## config.mk

```make
export PLATFORM = sky130hd
export DESIGN_NAME = buffer_sender_flat
export DESIGN_NICKNAME = d
export VERILOG_FILES = /design/src/rtl/buffer_sender_pkg.sv /design/src/rtl/buffer_sender_if.sv /design/src/rtl/byte_unpacker.sv /design/src/rtl/buffer_sender.sv /design/src/flat_wrapper.sv
export SDC_FILE = /design/constraint.sdc
export NUM_CORES = 1
export LEC_CHECK = 0
export ABC_AREA = 1
export BUFFER_PORTS_ARGS = -buffer_cell sky130_fd_sc_hd__buf_2
export CAP_MARGIN = 20
export CORE_AREA = 2 2 77 79
export CTS_BUF_LIST = sky130_fd_sc_hd__clkbuf_4
export CTS_CLUSTER_DIAMETER = 60
export DETAILED_ROUTE_END_ITERATION = 7
export DIE_AREA = 0 0 79 81
export PLACE_DENSITY_LB_ADDON = 0.3
export REMOVE_ABC_BUFFERS = 1
export SKIP_CTS_REPAIR_TIMING = 1
export SYNTH_ARGS = -nofsm -noshare
export SYNTH_HDL_FRONTEND = slang
export SYNTH_SLANG_ARGS = --single-unit
```

## constraint.sdc

```tcl
create_clock -name iClock -period 4.1 [get_ports iClock]
set_input_delay 0.41 -clock iClock [delete_from_list [all_inputs] [get_ports iClock]]
set_output_delay 0.41 -clock iClock [all_outputs]
set_load 0.03 [all_outputs]
```

## src/rtl/buffer_sender_pkg.sv

```systemverilog
// Shared constants for buffer_sender: byte width and the 3-bit FSM state encoding.
package buffer_sender_pkg;

  localparam int unsigned BYTE_W = 8;

  localparam logic [2:0] StIdle   = 3'd0;
  localparam logic [2:0] StRead   = 3'd1;
  localparam logic [2:0] StLoad   = 3'd2;
  localparam logic [2:0] StSend   = 3'd3;
  localparam logic [2:0] StGuard  = 3'd4;
  localparam logic [2:0] StWait   = 3'd5;
  localparam logic [2:0] StCsum   = 3'd6;
  localparam logic [2:0] StFinish = 3'd7;

endpackage

```

## src/rtl/buffer_sender_if.sv

```systemverilog
// Control, sample-RAM read and UART TX signals of buffer_sender; master is the sender side.
interface buffer_sender_if
  import buffer_sender_pkg::*;
#(
  parameter int unsigned ADDR_W = 16,
  parameter int unsigned DATA_W = 8
);

  logic              iStart;
  logic [ADDR_W-1:0] iBaseAddr;
  logic [ADDR_W:0]   iLength;
  logic [ADDR_W-1:0] oAddress;
  logic              oRdEn;
  logic [DATA_W-1:0] iData;
  logic [BYTE_W-1:0] oTxData;
  logic              oTxSend;
  logic              iTxBusy;
  logic              oBusy;
  logic              oDone;

  modport master (
    input  iStart, iBaseAddr, iLength, iData, iTxBusy,
    output oAddress, oRdEn, oTxData, oTxSend, oBusy, oDone
  );

  modport slave (
    output iStart, iBaseAddr, iLength, iData, iTxBusy,
    input  oAddress, oRdEn, oTxData, oTxSend, oBusy, oDone
  );

endinterface

```

## src/rtl/byte_unpacker.sv

```systemverilog
// Word shift register that hands out a RAM word LSB byte first, with a last-byte flag.
module byte_unpacker
  import buffer_sender_pkg::*;
#(
  parameter int unsigned DATA_W = 8
) (
  input  logic              clk_i,
  input  logic              rst_ni,
  input  logic              load_i,
  input  logic              shift_i,
  input  logic [DATA_W-1:0] data_i,
  output logic [BYTE_W-1:0] next_byte_o,
  output logic              last_o
);

  localparam int unsigned Bytes = DATA_W / BYTE_W;
  localparam int unsigned IdxW  = (Bytes > 1) ? $clog2(Bytes) : 1;

  logic [DATA_W-1:0] word_q, word_d;
  logic [IdxW-1:0]   rem_q, rem_d;

  always_comb begin
    word_d = word_q;
    rem_d  = rem_q;
    if (load_i) begin
      word_d = data_i;
      rem_d  = IdxW'(Bytes - 1);
    end else if (shift_i) begin
      word_d = word_q >> BYTE_W;
      rem_d  = rem_q - IdxW'(1);
    end
  end

  // Byte that will be current after this cycle, so the caller can register it as it moves on.
  assign next_byte_o = word_d[BYTE_W-1:0];
  assign last_o      = (rem_q == '0);

  always_ff @(posedge clk_i or negedge rst_ni) begin
    if (!rst_ni) begin
      word_q <= '0;
      rem_q  <= '0;
    end else begin
      word_q <= word_d;
      rem_q  <= rem_d;
    end
  end

endmodule

```

## src/rtl/buffer_sender.sv

```systemverilog
// Streams a window of sample RAM out through a byte-wide UART TX.
// BUFFER_SENDER_CHECKSUM_EN appends the modulo-256 sum of the payload bytes.
module buffer_sender
  import buffer_sender_pkg::*;
#(
  parameter int unsigned ADDR_W = 16,
  parameter int unsigned DATA_W = 8,
  parameter int unsigned RD_LAT = 1
) (
  input logic             iClock,
  input logic             iReset_n,
  buffer_sender_if.master bus
);

  localparam int unsigned LatW    = (RD_LAT > 1) ? $clog2(RD_LAT) : 1;
  localparam logic [ADDR_W:0] OneWord = (ADDR_W + 1)'(1);

  logic [2:0]        state_q, state_d;
  logic [ADDR_W-1:0] addr_q, addr_d;
  logic [ADDR_W:0]   left_q, left_d;
  logic [LatW-1:0]   lat_q, lat_d;
  logic              rd_en_q, rd_en_d;
  logic              tx_send_q, tx_send_d;
  logic [BYTE_W-1:0] tx_data_q, tx_data_d;
  logic              busy_q, busy_d;
  logic              done_q, done_d;
`ifdef BUFFER_SENDER_CHECKSUM_EN
  logic [BYTE_W-1:0] csum_q, csum_d;
`endif

  logic              upk_load, upk_shift, upk_last;
  logic [BYTE_W-1:0] upk_next;

  byte_unpacker #(
    .DATA_W (DATA_W)
  ) u_unpacker (
    .clk_i       (iClock),
    .rst_ni      (iReset_n),
    .load_i      (upk_load),
    .shift_i     (upk_shift),
    .data_i      (bus.iData),
    .next_byte_o (upk_next),
    .last_o      (upk_last)
  );

  always_comb begin
    state_d   = state_q;
    addr_d    = addr_q;
    left_d    = left_q;
    lat_d     = lat_q;
    upk_load  = 1'b0;
    upk_shift = 1'b0;
`ifdef BUFFER_SENDER_CHECKSUM_EN
    csum_d    = csum_q;
`endif
    case (state_q)
      StIdle: begin
        if (bus.iStart) begin
          addr_d = bus.iBaseAddr;
          left_d = bus.iLength;
          lat_d  = LatW'(RD_LAT - 1);
`ifdef BUFFER_SENDER_CHECKSUM_EN
          csum_d = '0;
          state_d = (bus.iLength == '0) ? StCsum : StRead;
`else
          state_d = (bus.iLength == '0) ? StFinish : StRead;
`endif
        end
      end
      StRead: begin
        if (lat_q == '0) state_d = StLoad;
        else             lat_d   = lat_q - LatW'(1);
      end
      StLoad: begin
        upk_load = 1'b1;
        state_d  = StSend;
      end
      StSend: begin
`ifdef BUFFER_SENDER_CHECKSUM_EN
        csum_d = csum_q + tx_data_q;
`endif
        state_d = StGuard;
      end
      StGuard: state_d = StWait;
      StWait: begin
        // left_q is zero only while the checksum byte is in flight.
        if (!bus.iTxBusy) begin
          if (left_q != '0 && !upk_last) begin
            upk_shift = 1'b1;
            state_d   = StSend;
          end else if (left_q > OneWord) begin
            addr_d  = addr_q + ADDR_W'(1);
            left_d  = left_q - OneWord;
            lat_d   = LatW'(RD_LAT - 1);
            state_d = StRead;
`ifdef BUFFER_SENDER_CHECKSUM_EN
          end else if (left_q == OneWord) begin
            left_d  = '0;
            state_d = StCsum;
`endif
          end else begin
            state_d = StFinish;
          end
        end
      end
`ifdef BUFFER_SENDER_CHECKSUM_EN
      StCsum: state_d = StGuard;
`endif
      StFinish: state_d = StIdle;
      default:  state_d = StIdle;
    endcase
  end

  // Outputs are registered from the state being entered so they line up with that state.
  always_comb begin
    rd_en_d   = (state_d == StRead) && (state_q != StRead);
    tx_send_d = (state_d == StSend) || (state_d == StCsum);
    tx_data_d = tx_data_q;
    if (state_d == StSend) tx_data_d = upk_next;
`ifdef BUFFER_SENDER_CHECKSUM_EN
    if (state_d == StCsum) tx_data_d = csum_d;
`endif
    busy_d = (state_d != StIdle);
    done_d = (state_q == StFinish);
  end

  always_ff @(posedge iClock or negedge iReset_n) begin
    if (!iReset_n) begin
      state_q   <= StIdle;
      addr_q    <= '0;
      left_q    <= '0;
      lat_q     <= '0;
      rd_en_q   <= 1'b0;
      tx_send_q <= 1'b0;
      tx_data_q <= '0;
      busy_q    <= 1'b0;
      done_q    <= 1'b0;
`ifdef BUFFER_SENDER_CHECKSUM_EN
      csum_q    <= '0;
`endif
    end else begin
      state_q   <= state_d;
      addr_q    <= addr_d;
      left_q    <= left_d;
      lat_q     <= lat_d;
      rd_en_q   <= rd_en_d;
      tx_send_q <= tx_send_d;
      tx_data_q <= tx_data_d;
      busy_q    <= busy_d;
      done_q    <= done_d;
`ifdef BUFFER_SENDER_CHECKSUM_EN
      csum_q    <= csum_d;
`endif
    end
  end

  assign bus.oAddress = addr_q;
  assign bus.oRdEn    = rd_en_q;
  assign bus.oTxData  = tx_data_q;
  assign bus.oTxSend  = tx_send_q;
  assign bus.oBusy    = busy_q;
  assign bus.oDone    = done_q;

endmodule

```

## src/flat_wrapper.sv

```systemverilog
// flat-port wrapper written by rule: the top's interface ports become plain ports
module buffer_sender_flat import buffer_sender_pkg::*;
#(
  parameter int unsigned ADDR_W = 16,
  parameter int unsigned DATA_W = 8,
  parameter int unsigned RD_LAT = 1
)
  (iClock, iReset_n, bus_iStart, bus_iBaseAddr, bus_iLength, bus_iData, bus_iTxBusy, bus_oAddress, bus_oRdEn, bus_oTxData, bus_oTxSend, bus_oBusy, bus_oDone);
  buffer_sender_if #(.ADDR_W(ADDR_W), .DATA_W(DATA_W)) bus_i ();
  input logic iClock;
  input logic iReset_n;
  input wire logic [$bits(bus_i.iStart)-1:0] bus_iStart;
  input wire logic [$bits(bus_i.iBaseAddr)-1:0] bus_iBaseAddr;
  input wire logic [$bits(bus_i.iLength)-1:0] bus_iLength;
  input wire logic [$bits(bus_i.iData)-1:0] bus_iData;
  input wire logic [$bits(bus_i.iTxBusy)-1:0] bus_iTxBusy;
  output wire logic [$bits(bus_i.oAddress)-1:0] bus_oAddress;
  output wire logic [$bits(bus_i.oRdEn)-1:0] bus_oRdEn;
  output wire logic [$bits(bus_i.oTxData)-1:0] bus_oTxData;
  output wire logic [$bits(bus_i.oTxSend)-1:0] bus_oTxSend;
  output wire logic [$bits(bus_i.oBusy)-1:0] bus_oBusy;
  output wire logic [$bits(bus_i.oDone)-1:0] bus_oDone;
  assign bus_i.iStart = bus_iStart;
  assign bus_i.iBaseAddr = bus_iBaseAddr;
  assign bus_i.iLength = bus_iLength;
  assign bus_i.iData = bus_iData;
  assign bus_i.iTxBusy = bus_iTxBusy;
  assign bus_oAddress = bus_i.oAddress;
  assign bus_oRdEn = bus_i.oRdEn;
  assign bus_oTxData = bus_i.oTxData;
  assign bus_oTxSend = bus_i.oTxSend;
  assign bus_oBusy = bus_i.oBusy;
  assign bus_oDone = bus_i.oDone;
  buffer_sender #(.ADDR_W(ADDR_W), .DATA_W(DATA_W), .RD_LAT(RD_LAT)) u_core (.iClock(iClock), .iReset_n(iReset_n), .bus(bus_i));
endmodule
```

* Yosys cells after proc, flatten, opt, wreduce, memory -nomap -nowiden
Cells that the tools add are included.
Storage, ports and cells: flip-flop bits (word level) 58, bits in latches 0, RAM bits 0, ROM bits 0, input port bits 45, output and inout bits 28, word-level logic and storage cells 73, memories 0
Cells by class: $add $sub $neg 4, multipliers 0, divide/modulo/power cells 0, order comparisons 1, equality and inequality tests 14, shifts and indexed selects 0, mux-type cells 31, bitwise operators 0, reduce and logical (&&, ||, !) cells 12
Operator list (count):
- 2-to-1 mux 17 bit | 4
- 2-to-1 mux 16 bit | 4
- case mux 17 bit (2 select lines) | 1
- case mux 16 bit (2 select lines) | 1
- 2-to-1 mux 3 bit | 6
- case mux 3 bit (6 select lines) | 1
- > comparator 17 x 1 -> 1 bit, second input constant | 1
- logical NOT 17 bit | 1
- nonzero test 17 bit | 1
- subtractor 17 x 1 -> 17 bit, second input constant | 1
- adder 16 x 1 -> 16 bit, second input constant | 1
- 2-to-1 mux 8 bit | 2
- equality test 3 bit, second input constant | 4
- 2-to-1 mux 1 bit | 11
- AND reduction 5 bit | 2
- equality test 3 x 2 -> 1 bit, second input constant | 3
- equality test 3 x 1 -> 1 bit, second input constant | 2
- != test 2 bit, second input constant | 3
- nonzero test 3 bit | 2
- nonzero test 2 bit | 2
- logical NOT 3 bit | 1
- != test 3 x 1 -> 1 bit, second input constant | 1
- case mux 1 bit (3 select lines) | 1
- logical AND 1 bit | 2
- 3 further kinds | 4

* Longest topological paths before layout
Gate-level depths: netlist of the first run.
depth in word-level cells 7, depth in mapped cells 11, mapped depth without buffers 10

* Cells and area by module
A second synthesis of the first run with hierarchy kept.
Second synthesis, totals: cell total of the unflattened synthesis 474, area, all modules 3357.0 sq um
Modules (own cells, without submodules):
- buffer_sender | instances 1, cells each 433, area an instance 2987.9 sq um, sequential area each 1201.2 sq um
- byte_unpacker | instances 1, cells each 41, area an instance 369.1 sq um, sequential area each 225.2 sq um

* Least setup slack after synthesis of the first run
No wires, ideal clock.
kind reg2reg, start point reg u_core.addr_q[0], in the netlist u_core.bus.oAddress[0], end point reg u_core.addr_q[10], in the netlist u_core.bus.oAddress[10], arrival time 1.545 ns, required time 4.034 ns, slack 2.489 ns, stages on the path, launching flop included 10, path buffers 0, cells stage by stage dfrtp_1 > ha_1 > nand2_1 > nor2_1 > nand3_1 > o21bai_1 > nand3_1 > nand2_1 > nand2_1 > nand2_1
Between the ends: longest elaborated chain between the ends 5
RTL lines:
- from (decl) | line buffer_sender.sv:19 | logic [ADDR_W-1:0] addr_q, addr_d;
- from (signal assigned) | line buffer_sender.sv:143 | addr_q <= addr_d;
- adder 16 x 1 -> 16 bit | line buffer_sender.sv:92 | addr_d = addr_q + ADDR_W'(1);
- 2-to-1 mux 16 bit | line buffer_sender.sv:91 | end else if (left_q > OneWord) begin
- 2-to-1 mux 16 bit | line buffer_sender.sv:88 | if (left_q != '0 && !upk_last) begin
- 2-to-1 mux 16 bit | line buffer_sender.sv:87 | if (!bus.iTxBusy) begin
- case mux 16 bit (2 select lines) | line buffer_sender.sv:56 | case (state_q)
Every way passes these cells. The select of a mux whose other input is x is not followed. A chain may end at the register's enable or synchronous reset.

* Final worst setup path of the first run
start point reg u_core.state_q[1], end point reg u_core.tx_data_q[3], in the netlist u_core.bus.oTxData[3]
Between the ends: longest elaborated chain between the ends 4, elaborated cells on any way between the ends 15, those cells by class 6 x eq/ne; 8 x mux; 1 x reduce/logical
RTL lines:
- from (decl) | line buffer_sender.sv:18 | logic [2:0] state_q, state_d;
- from (signal assigned) | line buffer_sender.sv:129 | state_q <= StIdle;
- from (signal assigned) | line buffer_sender.sv:142 | state_q <= state_d;
- parallel branches: the longest is 4 deep, another holds case mux 3 bit (6 select lines)
- to (signal assigned) | line buffer_sender.sv:148 | tx_data_q <= tx_data_d;
- to (decl) | line buffer_sender.sv:24 | logic [BYTE_W-1:0] tx_data_q, tx_data_d;
Several ways; the timed one is not identified.

==> results of run 1 <==
kinds of logic after synthesis:
family / after synthesis
AOI/OAI and AO/OA: 34
xor gates and xnor gates: 12
adders and majority gates: 4
buffers and inverters: 62
DFF: 49
and+or+nand+nor: 321
state kept, by name, summed over array words and instances (netlist names):
name,flops
u_core.bus.oRdEn,1
u_core.bus.oAddress,16
u_core.bus.oTxData,8
u_core.left_q,17
u_core.bus.oBusy,1
u_core.bus.oDone,1
u_core.state_q,3
u_core.bus.oTxSend,1
u_core.u_unpacker.rem_q,1
stage by stage:
| stage | util (%) | total power, mW | hold slack [ps] |
|---|---|---|---|
| CTS | 64.86 | 2.692 | 253.9 |
| global route | 65.34 | 2.919 | 33.60 |
| detailed placement | 62.99 | 2.332 | 527.0 |
| finish | 65.34 | 2.690 | 19.63 |
| global placement | 62.99 | 2.282 | 511.9 |
| floorplan | - | 1.942 | 114.4 |
final cells by class:
class	instances	share of cell area, %
Timing Repair Buffer	74	10.66
Inverter	44	4.453
Multi-Input combinational cell	371	46.42
Sequential cell	49	33.06
Clock inverter	3	1.856
Tap cell	75	2.530
Clock buffer	5	1.012
power by group through the flow:
stage	Sequential (mW)	Clock, mW	Combinational [mW]
after global placement	0.940	0	1.34
final	0.943	0.359	1.39
after CTS	0.939	0.366	1.39
after global routing	0.974	0.388	1.56
after detailed placement	0.948	0	1.38
after floorplan	1.15	0	0.789
layer usage:
| layer | track usage [%] | up-vias |
|---|---|---|
| met5 | 0 | - |
| li1 | - | 1655 |
| met4 | 7.414 | 0 |
| met2 | 45.17 | 102 |
| met1 | 30.21 | 1525 |
| met3 | 3.667 | 9 |
cell usage in the layout, fill, tap and decap left out, drive strengths merged:
cell type,count
buf,74
clkinv,1
o21ai,16
or2,2
nand3,61
ha,4
nand4,9
a21oi,4
xor2,3
inv,44
dfrtp,49
clkbuf,5
bufinv,2
nand2,185
nor2,56
nor3,8
o22ai,8
o21bai,4
o31ai,2
xnor2,9
worst paths after layout:
| kind | startpoint | endpoint | depth (start not counted) |
|---|---|---|---|
| worst max-delay path | u_core.state_q[1] | u_core.bus.oTxData[3] | 4 |
| worst min-delay path | iReset_n | u_core.left_q[5] | 1 |
| worst max register to register | u_core.state_q[1] | u_core.bus.oTxData[3] | 4 |
| worst min register to register | u_core.bus.oTxData[4] | u_core.bus.oTxData[4] | 2 |
| max in group asynchronous | iReset_n | u_core.bus.oRdEn | 2 |
| min in group iClock | bus_iData[0] | u_core.bus.oTxData[0] | 3 |
==> flow_summary_export.csv, run 1 <==
group,metric,value,unit
run_status,status,"finished clean",
logic_synthesis,avgSynthCellArea,6.658,sq um
logic_synthesis,synth_area_leaders,"dfrtp_1 (38%), nand2_1 (21%), nand3_1 (9.5%)",
finish,drive_above_1_share,17.22,%
sta,worst_slew_pin_slew,978.4,ps
logic_synthesis,yosys_warnings,0,
finish,stdcell_count,621,
power_and_ir_drop,power.share.sequential,35.0,%
drt,viasPerCell,5.300,
sta,skew,12.27,ps
sta,relSlewSlack,34.56,%
finish,regArea,1226,sq um
setup_path,path_delay_family,"simple AND/OR/NAND/NOR gates",
logic_synthesis,yosysMostFrequentCell,"nand2_1",
drt,wl_met1,3.302,mm
setup_path,crit_slowest_cell,"nor3_4",
logic_synthesis,synth_edf_count,0,
logic_synthesis,syn_inst,482,
sta,setup_ws,1362,ps
logic_synthesis,synth_cell_types,29,
logic_synthesis,syn_area,3209,sq um
drt,firstDrtPassIters,5,
grt,grt_remaining_overflow,0,
cts,htreeDepth,2,
grt,track_usage,24.70,%
logic_synthesis,synth_top_cell_area_share,38.21,%
setup_path,cp.arrival,2980,ps
floorplan,die_w,79,um
setup_path,worstSetupPathType,"flop to flop",
floorplan,fp-row-count,28,
grt,grt_pass1_wl,12.65,mm
logic_synthesis,synth-simple-area-share,42.61,%
setup_path,critical_path_buf_inv_count,1,
placement,placed_area,3575,sq um
drt,vias,3291,
finish,multi_input_area,1722,sq um
sta,finalMaxSlewViolations,0,
sta,finalCriticalPeriod,2738,ps
cts,root_buffer,"clkbuf_4",
grt,grt_pass1_vias,2960,
logic_synthesis,seq_area_frac_synth,38.21,%
logic_synthesis,synth_fa_ha_area_share,1.559,%
drt,dr_wl_met3,500,um
job,drv_cap,0,
min_path,hold_class,"input port to asynchronous set/reset pin",
grt,antenna_found_initial,0,
finish,finish.instance_area,3709,sq um
finish,num-fill-cells,541,
drt,wl_per_cell,12.52,um
cts,clk_latency,370,ps
drt,drtIter0Drc,192,
sta,timing_hold_violations_final,0,
logic_synthesis,synth-async-reset-ratio,100.0,%
logic_synthesis,synth_seq_cells,49,
power_and_ir_drop,p_int,1.357,mW
logic_synthesis,ys_top_cells_by_count,"nand2_1 (182), nand3_1 (61), nor2_1 (54)",
cts,clkTransAtPathRegs,160,ps
finish,area_growth,15.56,%
logic_synthesis,synthMuxAreaShare,0,%
cts,cts_sinks,49,
power_and_ir_drop,switching_share,49.56,%
power_and_ir_drop,p_leak,2.001,nW
floorplan,start_util,56.55,%
power_and_ir_drop,power.density,725.5,nW/um^2
finish,fin_nets,594,
placement,dp_hpwl,5.411,mm
sta,tns,0,ps
logic_synthesis,synth_xor_area_share,3.275,%
floorplan,ioPinCount,73,
logic_synthesis,synth_ff_type,"dfrtp_1",
sta,finalSetupViolations,0,
sta,fin_crit_sh,66.78,%
placement,dp.cells,612,
power_and_ir_drop,p_switching,1.333,mW
setup_path,rrSetupSlack,1360,ps
setup_path,crit_path_end_kind,"flop",
drt,drcViolationCount,0,
setup_path,cp-start-kind,"flop",
drt,antenna_left,0,
power_and_ir_drop,p_clk_share,13.3,%
grt,grt_max_degree,51,
power_and_ir_drop,comb_power_share,51.6,%
setup_path,cp_max_fo,50,
sta,rsz0062_at_grt,"no",
setup_path,crit_chain,"nor3_4 > inv_2 > o21ai_2 > o22ai_1",
logic_synthesis,synth_top_family_by_area,"simple AND/OR/NAND/NOR gates",
finish,diodes,0,
floorplan,dieHeight,81,um
floorplan,core_area,5675,sq um
logic_synthesis,synth-compound-area-share,6.199,%
floorplan,die_area,6399,sq um
logic_synthesis,yosysTopAreaCell,"dfrtp_1",
setup_path,cp_slowest_stage_delay,840,ps
sta,fmax,365.2,MHz
cts,clockBufferDepth,2,
drt,drt-total-wl,7.778,mm
cts,numCtsBuffers,5,
placement,port_buffers,72,
placement,post-place-ws,1425,ps
cts,cts_tree,"built",
drt,dr.max_layer_used,"met4",
drt,wl_met2,3.885,mm
placement,gp_congestion,0.8662,
setup_path,required,4350,ps
power_and_ir_drop,vdd_drop_max,0.0003418,V
Note: power is estimated with default switching activity, not from simulation.
==> run 2: changes to the inputs <==
--- a/config.mk
+++ b/config.mk
@@ -5,14 +5,14 @@
 export SDC_FILE = /design/constraint.sdc
 export NUM_CORES = 1
 export LEC_CHECK = 0
-export ABC_AREA = 1
+export ABC_AREA = 0
 export BUFFER_PORTS_ARGS = -buffer_cell sky130_fd_sc_hd__buf_2
 export CAP_MARGIN = 20
-export CORE_AREA = 2 2 77 79
+export CORE_AREA = 2 2 80 82
 export CTS_BUF_LIST = sky130_fd_sc_hd__clkbuf_4
 export CTS_CLUSTER_DIAMETER = 60
 export DETAILED_ROUTE_END_ITERATION = 7
-export DIE_AREA = 0 0 79 81
+export DIE_AREA = 0 0 82 84
 export PLACE_DENSITY_LB_ADDON = 0.3
 export REMOVE_ABC_BUFFERS = 1
 export SKIP_CTS_REPAIR_TIMING = 1
==> constraint.sdc (replaced) <==
create_clock -name iClock -period 2.2 [get_ports iClock]
set_input_delay 0.22 -clock iClock [delete_from_list [all_inputs] [get_ports iClock]]
set_output_delay 0.22 -clock iClock [all_outputs]
set_load 0.03 [all_outputs]
==> run 2 against run 1 <==
Sequential power grew 86%. Critical endpoint is now u_core.left_q[11]. Critical path depth grew 6. Combinational power grew to 2.5 times the previous value. Power increased by 110%. Largest cell class unchanged. The run now ends with negative setup slack left. Via count down 7.8%. Clock power is 20% higher.
==> flow_summary_export.csv, run 2 <==
group,metric,value,unit
run_status,status,"finished, violations left",
run_status,failed_checks,"negative setup slack",
drt,viasPerCell,5.984,
grt,use_met1,31.31,%
cts,root_buffer,"clkbuf_4",
power_and_ir_drop,power.share.sequential,30.9,%
cts,numCtsBuffers,5,
min_path,hold_path_depth,2,
power_and_ir_drop,p_leak,1.703,nW
placement,post-place-ws,-155.8,ps
drt,wl_per_cell,16.60,um
power_and_ir_drop,comb_power_share,61.5,%
drt,vias,3034,
power_and_ir_drop,vdd_drop_max,0.0006799,V
logic_synthesis,synth_seq_cells,49,
sta,finalMaxSlewViolations,0,
logic_synthesis,avgSynthCellArea,9.120,sq um
finish,largest_register,"u_core.left_q",
placement,placed_area,3576,sq um
finish,mostFrequentLayoutCells,"buf_2 (72), dfrtp_1 (49), buf_4 (43)",
floorplan,dieHeight,84,um
drt,drt-total-wl,8.415,mm
drt,drtIter0Drc,295,
sta,timing_hold_violations_final,0,
sta,setup_ws,-234.5,ps
logic_synthesis,ys_top_cells_by_count,"dfrtp_1 (49), nor2_1 (35), o21ai_0 (27)",
floorplan,die_w,82,um
sta,fin_crit_sh,110.7,%
job,drv_cap,0,
logic_synthesis,synth_edf_count,0,
power_and_ir_drop,power.density,1450,nW/um^2
finish,fin_nets,478,
setup_path,cp-start-kind,"flop",
placement,port_buffers,72,
setup_path,cp_max_fo,6,
logic_synthesis,synth_ff_type,"dfrtp_1",
power_and_ir_drop,p_switching,2.668,mW
setup_path,crit_path_end_kind,"flop",
power_and_ir_drop,p_clk_share,7.6,%
finish,finish.instance_area,3915,sq um
sta,rsz0062_at_grt,"yes",
cts,clkTransAtPathRegs,150,ps
setup_path,cp_slowest_stage_delay,470,ps
logic_synthesis,yosys_warnings,0,
floorplan,ioPinCount,73,
finish,area_growth,34.99,%
floorplan,fp-row-count,29,
sta,skew,27.46,ps
sta,fmax,410.8,MHz
grt,grt_max_degree,42,
finish,largest_reg_flops,17,
cts,cts_tree,"built",
logic_synthesis,syn_area,2900,sq um
placement,dp_hpwl,5.662,mm
grt,grt_pass1_vias,2773,
logic_synthesis,seq_area_frac_synth,42.28,%
logic_synthesis,yosysTopAreaCell,"dfrtp_1",
placement,gp_congestion,0.9171,
setup_path,crit_slowest_cell,"or4b_4",
grt,grtUsageMet3,3.139,%
grt,antenna_found_initial,0,
power_and_ir_drop,p_int,3.011,mW
floorplan,core_area,6096,sq um
sta,relSlewSlack,55.30,%
drt,antenna_left,0,
grt,use_met2,37.25,%
finish,diodes,0,
setup_path,cp.arrival,2720,ps
grt,top_usage_layer,"met2",
cts,cts_sinks,49,
setup_path,r2r-end,"u_core.left_q[11]",
floorplan,start_util,47.58,%
grt,grt_pass1_wl,12.56,mm
logic_synthesis,yosysMostFrequentCell,"dfrtp_1",
sta,hold_slack,46.77,ps
logic_synthesis,synth_top_cell_area_share,42.28,%
min_path,hold_start,"bus_iData[3]",
min_path,hold_end,"u_core.bus.oTxData[3]",
floorplan,die_area,6888,sq um
setup_path,crit_chain,"inv_2 > ha_4 > or4b_4 > o41ai_4 > a31o_2 > and3_4 > buf_8 > buf_6 > nand2_2 > o2bb2ai_2",
sta,finalCriticalPeriod,2435,ps
drt,drcViolationCount,0,
power_and_ir_drop,switching_share,46.98,%
setup_path,worstSetupPathType,"flop to flop",
logic_synthesis,synth_area_leaders,"dfrtp_1 (42%), a21oi_2 (5.1%), o21ai_0 (4.7%)",
min_path,hold_class,"input port to flop",
sta,worst_slew_pin_slew,670.5,ps
grt,grt_remaining_overflow,0,
logic_synthesis,synth_cell_types,50,
setup_path,rrSetupSlack,-230,ps
setup_path,reg2reg_from,"u_core.left_q[1]",
cts,clockBufferDepth,2,
sta,finalSetupViolations,34,
setup_path,required,2490,ps
grt,track_usage,23.20,%
finish,drive_above_1_share,42.56,%
logic_synthesis,syn_inst,318,
logic_synthesis,synth-async-reset-ratio,100.0,%
cts,clk_latency,400,ps
drt,firstDrtPassIters,4,
cts,htreeDepth,2,
finish,final_common_cell,"buf_2",
power_and_ir_drop,total_power,5.679,mW
setup_path,r2r_cells,10,
==> run 2: worst max-delay path by stage <==
stage / start / end / slack [ps] / cells after the start
after CTS: u_core.left_q[1] / u_core.bus.oRdEn / -190 / 9
after floorplan: u_core.state_q[1] / u_core.left_q[3] / -880 / 6
after detailed placement: u_core.left_q[1] / u_core.bus.oRdEn / -160 / 9
after global placement: u_core.left_q[16] / u_core.bus.oRdEn / -90 / 7
after global routing: u_core.left_q[1] / u_core.left_q[10] / -280 / 10
final: u_core.left_q[1] / u_core.left_q[11] / -230 / 10
==> run 2: layout make-up <==
type                            count  area [sq um]
Clock inverter                      3         16.27
Inverter                            4         15.01
Clock buffer                        5         37.54
Timing Repair Buffer              125         843.3
Sequential cell                    49          1226
Fill cell                         508          2181
Tap cell                           77         96.34
Multi-Input combinational cell    244          1680
==> run 2: power groups by stage <==
stage | sequential (mW) | combinational (mW) | clock (mW)
finish | 1.75 | 3.49 | 0.432
global route | 1.81 | 3.77 | 0.467
global placement | 1.72 | 2.91 | 0
CTS | 1.71 | 2.98 | 0.431
detailed placement | 1.72 | 2.99 | 0
floorplan | 2.21 | 1.32 | 0
==> run 2: cell families (layout without fill, tap and decap cells) <==
logic type | count (synthesis) | count (layout) | synth area share, %
AO/OA/AOI/OAI | 119 | 119 | 29.38
XOR/XNOR | 1 | 1 | 0.3020
adder cells (fa/ha/maj) | 4 | 4 | 1.726
buffers and inverters | 25 | 137 | 4.874
flip-flops | 49 | 49 | 42.28
multiplexers | 1 | 1 | 0.3451
AND/OR/NAND/NOR | 119 | 119 | 21.10
==> run 2: through the flow <==
stage	cells	util, %	TNS (ps)
floorplan	297	-	-22490
global placement	488	58.66	-982.5
detailed placement	488	58.66	-2991
CTS	496	59.54	-4018
global route	507	64.22	-7901
finish	507	64.22	-5770
==> run 2: critical path: cells and delay by family, from the launching register on <==
kind / cells / cell delay, ps
AND/OR/NAND/NOR: 3 / 730
AO/OA/AOI/OAI: 3 / 720
flip-flops: 1 / 430
buffers and inverters: 3 / 340
adder cells (fa/ha/maj): 1 / 110
==> run 2: layer usage <==
| metal | share of wire (%) | vias up | wire length (um) |
|---|---|---|---|
| li1 | - | 1423 | - |
| met1 | 41 | 1461 | 3476 |
| met2 | 49 | 127 | 4121 |
| met3 | 6.6 | 23 | 555 |
| met4 | 3.1 | 0 | 261 |
| met5 | 0 | - | 0 |
==> run 3: changes to the inputs <==
--- a/config.mk
+++ b/config.mk
@@ -8,14 +8,15 @@
 export ABC_AREA = 0
 export BUFFER_PORTS_ARGS = -buffer_cell sky130_fd_sc_hd__buf_2
 export CAP_MARGIN = 20
-export CORE_AREA = 2 2 80 82
+export CORE_AREA = 2 2 68 96
 export CTS_BUF_LIST = sky130_fd_sc_hd__clkbuf_4
 export CTS_CLUSTER_DIAMETER = 60
 export DETAILED_ROUTE_END_ITERATION = 7
-export DIE_AREA = 0 0 82 84
+export DIE_AREA = 0 0 70 98
 export PLACE_DENSITY_LB_ADDON = 0.3
 export REMOVE_ABC_BUFFERS = 1
 export SKIP_CTS_REPAIR_TIMING = 1
+export SLEW_MARGIN = 25
 export SYNTH_ARGS = -nofsm -noshare
 export SYNTH_HDL_FRONTEND = slang
 export SYNTH_SLANG_ARGS = --single-unit
==> run 3 against run 2 <==
The run still ends with negative setup slack left. Sequential power shrank 3%. Clock power grew 27%. First-iteration DRC count shrank 59%. Cell count shrank 1.2%. Via count shrank 1.2%. Core utilization grew 0.32 points. Register-to-register slack is essentially flat. Critical endpoint is now u_core.bus.oAddress[8].
==> flow_summary_export.csv, run 3 (synthesis gave the netlist of run 2 again) <==
group,metric,value,unit
run_status,status,"finished, violations left",
run_status,failed_checks,"negative setup slack",
floorplan,die_w,70,um
sta,finalMaxSlewViolations,0,
floorplan,die_area,6860,sq um
job,drv_cap,0,
min_path,hold_path_depth,2,
grt,antenna_found_initial,0,
setup_path,crit_path_end_kind,"flop",
drt,firstDrtPassIters,5,
power_and_ir_drop,vdd_drop_max,0.0007201,V
sta,fmax,408.6,MHz
setup_path,critical_path_buf_inv_count,4,
setup_path,crit_slowest_cell,"or4b_4",
setup_path,r2r_cells,10,
floorplan,dieHeight,98,um
power_and_ir_drop,switching_share,45.28,%
sta,tns,-6713,ps
drt,viasPerCell,5.984,
grt,grt_remaining_overflow,0,
grt,grt_max_degree,42,
sta,hold_slack,57.38,ps
cts,htreeDepth,2,
sta,relSlewSlack,58.47,%
finish,fin_nets,477,
setup_path,cp_max_fo,7,
setup_path,path_depth,10,
cts,clkTransAtPathRegs,140,ps
sta,skew,21.00,ps
grt,track_usage,22.82,%
finish,largest_register,"u_core.left_q",
placement,port_buffers,72,
drt,drcViolationCount,0,
power_and_ir_drop,p_clk_share,9.7,%
setup_path,crit_chain,"inv_2 > ha_4 > or4b_4 > o41ai_4 > a31o_2 > and3_4 > buf_12 > buf_8 > clkbuf_16 > a21oi_2",
finish,drive_above_1_share,40.09,%
floorplan,ioPinCount,73,
grt,grt_pass1_wl,12.81,mm
power_and_ir_drop,p_int,3.117,mW
setup_path,worstSetupPathType,"flop to flop",
floorplan,start_util,48.01,%
cts,numCtsBuffers,5,
sta,finalSetupViolations,43,
sta,setup_ws,-247.5,ps
cts,cts_sinks,49,
sta,finalCriticalPeriod,2448,ps
power_and_ir_drop,p_switching,2.579,mW
power_and_ir_drop,power.share.sequential,29.9,%
placement,gp_congestion,0.9084,
finish,mostFrequentLayoutCells,"buf_2 (72), dfrtp_1 (49), buf_4 (38)",
sta,worst_slew_pin_slew,623.0,ps
cts,cts_tree,"built",
setup_path,path_delay_family,"simple AND/OR/NAND/NOR gates",
power_and_ir_drop,power.density,1461,nW/um^2
setup_path,required,2470,ps
placement,dp_hpwl,5.819,mm
placement,post-place-ws,-175.1,ps
power_and_ir_drop,comb_power_share,60.5,%
setup_path,cp.arrival,2720,ps
sta,rsz0062_at_grt,"yes",
setup_path,cp-start-kind,"flop",
sta,timing_hold_violations_final,0,
finish,largest_reg_flops,17,
cts,clk_latency,380,ps
setup_path,cp_slowest_stage_delay,460,ps
sta,fin_crit_sh,111.3,%
finish,area_growth,34.43,%
cts,root_buffer,"clkbuf_4",
cts,clockBufferDepth,2,
drt,wl_per_cell,16.46,um
finish,final_common_cell,"buf_2",
min_path,hold_class,"input port to flop",
drt,drt-total-wl,8.244,mm
grt,grt_pass1_vias,2830,
drt,drtIter0Drc,122,
drt,antenna_left,0,
floorplan,core_area,6041,sq um
drt,vias,2998,
floorplan,fp-row-count,34,
power_and_ir_drop,p_leak,1.698,nW
finish,diodes,0,
## run 3: layout make-up
class / count / area (sq um)
fillers: 518 / 2142
multi-input cells: 244 / 1617
well taps: 72 / 90.09
inverters: 4 / 15.01
clock inverters: 2 / 38.79
repair buffers: 124 / 867.1
flip-flops and latches: 49 / 1226
clock buffers: 6 / 45.04
## run 3: layer usage
layer  GRT usage (%)  vias up  part of all wire, %
met1           26.59     1441                   39
li1                -     1424                    -
met4           9.024        0                  3.4
met5               0        -                    0
met3           3.509       25                  5.1
met2           41.47      108                   52
## run 3: worst reg2reg max path: stages (launching register included)
cell and delay [ps]:
dfrtp_1 410, inv_2 80, ha_4 140, or4b_4 460
o41ai_4 370, a31o_2 240, and3_4 200, buf_12 130
buf_8 130, clkbuf_16 150, a21oi_2 50
## run 3: stage by stage
step	std cells	util (%)	total power [mW]	instance area [sq um]
floorplan	297	-	3.526	2774
global placement	482	59.18	4.654	3575
detailed placement	482	59.18	4.747	3575
CTS	490	60.56	5.300	3659
global route	501	64.54	6.057	3899
finish	501	64.54	5.696	3899
## run 3: worst paths after layout
path / start / endpoint / slack (ps)
setup / recovery: u_core.left_q[0] / u_core.bus.oAddress[8] / -250
hold / removal: bus_iData[5] / u_core.bus.oTxData[5] / 60
setup reg to reg: u_core.left_q[0] / u_core.bus.oAddress[8] / -250
hold reg to reg: u_core.bus.oTxData[7] / u_core.bus.oTxData[7] / 510
max in group asynchronous: iReset_n / u_core.bus.oTxData[7] / 1260
min in group asynchronous: iReset_n / u_core.bus.oAddress[7] / 370
## run 3: power groups by stage
stage | sequential [mW] | clock [mW] | combinational (mW)
after floorplan | 2.21 | 0 | 1.32
after global placement | 1.69 | 0 | 2.97
after detailed placement | 1.70 | 0 | 3.05
after CTS | 1.68 | 0.563 | 3.05
after global routing | 1.76 | 0.589 | 3.71
final | 1.70 | 0.550 | 3.44
